## src/rtl/puf_challenge_sequencer.sv

```systemverilog
// rtl/puf_challenge_sequencer.sv - Groups REPEAT PUF evaluations per challenge and reports response instability.
// Optional wait-state watchdog enabled by defining PUF_SEQ_TIMEOUT_EN.
module puf_challenge_sequencer #(
    parameter int REPEAT      = 2,
    parameter int RESP_W      = 64,
    parameter int TIMEOUT_CYC = 1024,
    localparam int FW         = $clog2(RESP_W + 1)
) (
    input  logic              clk,
    input  logic              rst,
    input  logic              start,
    output logic              busy,
    output logic              request,
    input  logic              ready_challenge,
    input  logic [127:0]      challenge,
    output logic [127:0]      puf_chal,
    output logic              puf_start,
    input  logic              puf_done,
    input  logic [RESP_W-1:0] puf_resp,
    output logic              res_valid,
    input  logic              res_ready,
    output logic [127:0]      res_chal,
    output logic [RESP_W-1:0] res_resp,
    output logic [FW-1:0]     res_flip_cnt,
    output logic [1:0]        res_err
);
    typedef enum logic [2:0] {
        S_IDLE, S_PRIME, S_PWAIT, S_REQ, S_WAITC, S_EVAL, S_WAITR, S_DONE
    } state_t;

    state_t            r_state;
    logic              r_primed;
    logic [5:0]        r_iter;
    logic [RESP_W-1:0] r_flip_mask;
    logic [RESP_W-1:0] w_next_mask;
    logic [FW-1:0]     w_tmo_cnt;
    logic              w_last;
    logic              w_tmo;

    function automatic logic [FW-1:0] popcount(input logic [RESP_W-1:0] v);
        logic [FW-1:0] n;
        n = '0;
        for (int i = 0; i < RESP_W; i++) begin
            n = n + FW'(v[i]);
        end
        return n;
    endfunction

    assign w_next_mask = r_flip_mask | (res_resp ^ puf_resp);
    assign w_last      = (r_iter == 6'(REPEAT - 1));
    assign w_tmo_cnt   = (r_iter == 6'd0) ? '0 : popcount(r_flip_mask);

`ifdef PUF_SEQ_TIMEOUT_EN
    localparam int TW = $clog2(TIMEOUT_CYC);

    logic [TW-1:0] r_tmo_cnt;
    logic          w_in_wait;
    logic          w_strobe;

    assign w_in_wait = (r_state == S_PWAIT) || (r_state == S_WAITC) || (r_state == S_WAITR);
    assign w_strobe  = ((r_state == S_PWAIT) || (r_state == S_WAITC)) ? ready_challenge
                     : (r_state == S_WAITR) ? puf_done : 1'b0;
    assign w_tmo     = w_in_wait && !w_strobe && (r_tmo_cnt == TW'(TIMEOUT_CYC - 1));

    // Every exit from a wait state clears the count, so each entry starts at zero.
    always_ff @(posedge clk) begin
        if (!rst) begin
            r_tmo_cnt <= '0;
        end else if (w_in_wait && !w_strobe && !w_tmo) begin
            r_tmo_cnt <= r_tmo_cnt + 1'b1;
        end else begin
            r_tmo_cnt <= '0;
        end
    end
`else
    assign w_tmo = 1'b0;
`endif

    always_ff @(posedge clk) begin
        if (!rst) begin
            r_state      <= S_IDLE;
            r_primed     <= 1'b0;
            r_iter       <= '0;
            r_flip_mask  <= '0;
            busy         <= 1'b0;
            request      <= 1'b0;
            puf_start    <= 1'b0;
            puf_chal     <= '0;
            res_valid    <= 1'b0;
            res_chal     <= '0;
            res_resp     <= '0;
            res_flip_cnt <= '0;
            res_err      <= '0;
        end else begin
            request   <= 1'b0;
            puf_start <= 1'b0;
            if (w_tmo) begin
                r_state      <= S_DONE;
                r_primed     <= 1'b0;
                res_valid    <= 1'b1;
                res_err[1]   <= 1'b1;
                res_flip_cnt <= w_tmo_cnt;
            end else begin
                case (r_state)
                    S_IDLE: if (start) begin
                        busy    <= 1'b1;
                        request <= 1'b1;
                        r_state <= r_primed ? S_REQ : S_PRIME;
                    end
                    S_PRIME: r_state <= S_PWAIT;
                    S_PWAIT: if (ready_challenge) begin
                        r_primed <= 1'b1;
                        request  <= 1'b1;
                        r_state  <= S_REQ;
                    end
                    S_REQ: r_state <= S_WAITC;
                    S_WAITC: if (ready_challenge) begin
                        puf_chal  <= challenge;
                        puf_start <= 1'b1;
                        r_state   <= S_EVAL;
                    end
                    S_EVAL: r_state <= S_WAITR;
                    S_WAITR: if (puf_done) begin
                        r_iter <= r_iter + 6'd1;
                        if (r_iter == 6'd0) begin
                            res_chal    <= puf_chal;
                            res_resp    <= puf_resp;
                            res_err     <= '0;
                            r_flip_mask <= '0;
                        end else begin
                            if (puf_chal != res_chal) begin
                                res_err[0] <= 1'b1;
                            end
                            r_flip_mask <= w_next_mask;
                        end
                        if (w_last) begin
                            res_valid    <= 1'b1;
                            res_flip_cnt <= popcount(w_next_mask);
                            r_state      <= S_DONE;
                        end else begin
                            request <= 1'b1;
                            r_state <= S_REQ;
                        end
                    end
                    S_DONE: if (res_ready) begin
                        res_valid <= 1'b0;
                        busy      <= 1'b0;
                        r_iter    <= '0;
                        r_state   <= S_IDLE;
                    end
                    default: r_state <= S_IDLE;
                endcase
            end
        end
    end
endmodule

```

## config.mk

```make
export PLATFORM = sky130hd
export DESIGN_NAME = puf_challenge_sequencer
export DESIGN_NICKNAME = d
export VERILOG_FILES = /design/src/rtl/puf_challenge_sequencer.sv
export SDC_FILE = /design/constraint.sdc
export NUM_CORES = 1
export LEC_CHECK = 0
export CAP_MARGIN = 20
export CORE_AREA = 5 5 202 204
export DETAILED_ROUTE_END_ITERATION = 8
export DIE_AREA = 0 0 207 209
export PLACE_DENSITY = 0.81
export SLEW_MARGIN = 20
export SYNTH_ARGS = -nofsm -noshare
export SYNTH_HDL_FRONTEND = slang
export SYNTH_SLANG_ARGS = --single-unit
```

## constraint.sdc

```tcl
create_clock -name clk -period 26 [get_ports clk]
set_input_delay 7.8 -clock clk [delete_from_list [all_inputs] [get_ports clk]]
set_output_delay 7.8 -clock clk [all_outputs]
set_load 0.01 [all_outputs]
```

==> flow_metrics.tcl <==
set metrics [dict create \
    drcViolationCount 0 \
    port_buffers 529 \
    rows 73 \
    clk_latency_ns 0.57 \
    clockRootBuffer "clkbuf_16" \
    grt_first_pass_wirelength_mm 97.4 \
    yosysWarnings 0 \
    grt_pass1_vias 16186 \
    combPwrFrac_pct 42.7 \
    crit_type "in -> reg" \
    wl_mm 64.6 \
    via_count 16479 \
    synth.ff_latch_count 406 \
    synth_top_cell_area_share_pct 43.2 \
    antenna_found_initial 6 \
    fmax_mhz 71.3 \
    power.share.clock_pct 27.9 \
    start_util_pct 48.1 \
    p_int_uw 1440 \
    hold_viol 0 \
    grt_usage_pct 28.6 \
    finalSetupTns_ns 0 \
    overflow 0 \
    die_h_um 209 \
    critPathBufInv 5 \
    synth.most_common_cell "nand2_1" \
    hold_path.class "reg -> reg" \
    die-area_um2 43300 \
    worstPathArrival_ns 14.51 \
    rsz0062_at_grt "no" \
    drive_gt1_share_pct 3.16 \
    gp_congestion 0.881 \
    slew_headroom_pct 27.2 \
    cts.repair.resized 0 \
    p_per_area_nw_per_um2 86.6 \
    ys_seq_area_share_pct 43.2 \
    synthArstFlopShare_pct 0 \
    critical-path-max-stage-delay_ns 0.55 \
    syn_inst 2166 \
    synth_edf_count 0 \
    p_sw_uw 779 \
    synth.area.top_cells "dfxtp_1 (43%), nand2_1 (13%), xnor2_1 (7.6%)" \
    ios 531 \
    slew_violations 0 \
    ant_nets 0 \
    clock_skew_ns 0.0259 \
    cp-end-kind "register" \
    syn_avg_cell_area_um2 8.69 \
    cp_common_cell "fa_1" \
    sw_frac_of_total_pct 35.1 \
    ys.flop_type "dfxtp_1" \
    cts_buffers 44 \
    crit_path_cell_trace "clkdlybuf4s50_1 -> xnor2_1 -> nand2b_1 -> fa_1 -> fa_1 -> inv_1 -> fa_1 -> fa_1 -> inv_1 -> fa_1 -> fa_1 -> fa_1 -> inv_1 -> fa_1 -> inv_1 -> ha_1 -> fa_1 -> a21oi_1 -> nor2_1 -> nor2_1 -> xnor2_1 -> nand2_1 -> a21boi_0" \
    yosysTopAreaCell "dfxtp_1" \
    wl_per_cell_um 20.3 \
    syn_to_final_growth_pct 36.3 \
    dpl.cell_count 3101 \
    cap_viol_max_count 0 \
    ys_types 38 \
    drt_iter0_drc 1136 \
    setup_viol 0 \
    clk_pin_slew_ns 0.06 \
    crit_family "adder cells" \
    cts_tree "built" \
    post_cts_buffers 0 \
    num-fill-cells 3168 \
    total_leakage_power_uw 0.00940 \
    place_area_um2 24200 \
    clock-sinks 406 \
    final_nets 2898 \
    hpwl_mm 47.9 \
    period_minus_slack_ns 14.03 \
    peakVddDrop_uv 320 \
    p_seq_share_pct 29.5 \
    slowest_stage "fa_1" \
    clk_path_buf_depth 3 \
    grt_max_degree 165 \
    worstSetupStartpointType "primary input" \
    core_area_um2 39100 \
    tightest_slew_ns 1.09 \
    fin_crit_sh_pct 53.9 \
    cts_hold_buf 0 \
    syn_area_um2 18800 \
    worstPathMaxFanout 2 \
    outcome "finished clean" \
    die_w_um 207 \
    r2r_slack_ns 19.31 \
    layout.cells.non_filler 3187 \
    dr.pass1.iters 5 \
    synth_common_cells "nand2_1 (657), dfxtp_1 (406), a21boi_1 (180)" \
    vias_per_cell 5.17 \
    syn-num-nets 2441 \
    h-tree-depth 2 \
    design_area_um2 25700 \
    crit_required_ns 26.48 \
]
-- per-layer routing --
layer / vias to the layer above / wire length, µm / track usage (%)
met5: - / 13 / 0
met2: 572 / 31100 / 47.8
li1: 7894 / - / -
met3: 160 / 4820 / 7.75
met4: 2 / 3720 / 14.8
met1: 7851 / 25000 / 33.8
-- tightest hold or removal path, stage by stage (launching register included) --
cell     delay, ns
dfxtp_1       0.31
inv_1         0.05
a21oi_1       0.05
-- placed cells by master (no fill, tap or decap), types with 2 or more instances in the layout --
| cell | netlist | routed |
|---|---|---|
| o211ai_1 | 3 | 3 |
| fa_1 | 54 | 54 |
| and3_4 | 0 | 2 |
| nand2b_1 | 32 | 32 |
| diode_2 | 0 | 4 |
| a21boi_1 | 180 | 180 |
| clkbuf_1 | 79 | 16 |
| xnor2_1 | 164 | 164 |
| nor2_1 | 111 | 111 |
| nor4_1 | 8 | 8 |
| clkbuf_8 | 0 | 11 |
| inv_6 | 0 | 2 |
| clkinv_2 | 0 | 5 |
| clkbuf_16 | 0 | 45 |
| o21ai_0 | 10 | 10 |
| nor2b_1 | 3 | 3 |
| nand2_1 | 657 | 657 |
| nand4_1 | 36 | 36 |
| clkdlybuf4s50_1 | 0 | 528 |
| o211a_1 | 34 | 34 |
| xor2_1 | 36 | 36 |
| and2_1 | 2 | 2 |
| buf_4 | 2 | 8 |
| dfxtp_1 | 406 | 406 |
| a21oi_1 | 43 | 43 |
| mux2i_1 | 2 | 2 |
| nor3b_1 | 2 | 2 |
| a21boi_0 | 146 | 146 |
| inv_1 | 65 | 65 |
| ha_1 | 23 | 23 |
| nand3_4 | 0 | 2 |
| nand3_1 | 7 | 6 |
-- final timing paths --
path                                    from         endpoint  cells after the start
worst max-delay path            puf_resp[63]  res_flip_cnt[4]                     23
worst min-delay path              res_err[0]       res_err[0]                      2
worst max register to register  res_resp[63]  res_flip_cnt[4]                     22
worst min register to register    res_err[0]       res_err[0]                      2
-- cell families (layout without fill, tap and decap cells) --
kind of cell    after synthesis  in the layout  share of synthesized area [%]
flops                       406            406                           43.2
compound gates              420            420                           16.5
mux                           2              2                          0.106
other cells                   1              5                         0.0199
xor+xnor                    200            200                           9.31
fa+ha+maj                    77             77                           7.27
buf+inv                     192            684                           4.84
simple gates                868            868                           18.8
-- flip-flops by register name (all words and copies together), names as in the netlist, 3 cells and up --
| register | count |
|---|---|
| puf_chal | 128 |
| res_chal | 128 |
| r_flip_mask | 64 |
| res_resp | 64 |
| res_flip_cnt | 7 |
| r_iter | 6 |
| r_state | 3 |
-- cell type report --
cell class                 count  area, µm²  area share (%)
clock inverter                 9       80.1           0.312
clock buffer                  72       1340            5.21
inverter                      65        244           0.951
timing repair buffer         538       5390            21.0
antenna                        4       10.0          0.0390
sequential                   406       8130            31.7
multi-input combinational   1568       9810            38.3
tap                          525        657            2.56
-- per-stage QoR --
| stage | power (µW) | setup WS, ns | hold slack [ns] | utilization, % |
|---|---|---|---|---|
| 6_report | 2220 | 11.97 | 0.453 | 65.6 |
| 5_1_grt | 2430 | 11.53 | 0.477 | 65.6 |
| 4_1_cts | 2230 | 11.98 | 0.457 | 65.5 |
| 3_5_place_dp | 1610 | 11.39 | 0.446 | 61.9 |
| 3_3_place_gp | 1580 | 11.42 | 0.438 | 61.9 |
| 2_1_floorplan | 1380 | 12.41 | 0.437 | - |
-- power by group through the flow --
stage	clock [µW]	combinational [µW]	sequential, µW
2_1_floorplan	0	714	667
3_3_place_gp	0	909	667
3_5_place_dp	0	945	668
4_1_cts	629	950	654
5_1_grt	656	1110	657
6_report	619	947	655
(Power assumes the default switching activity.)
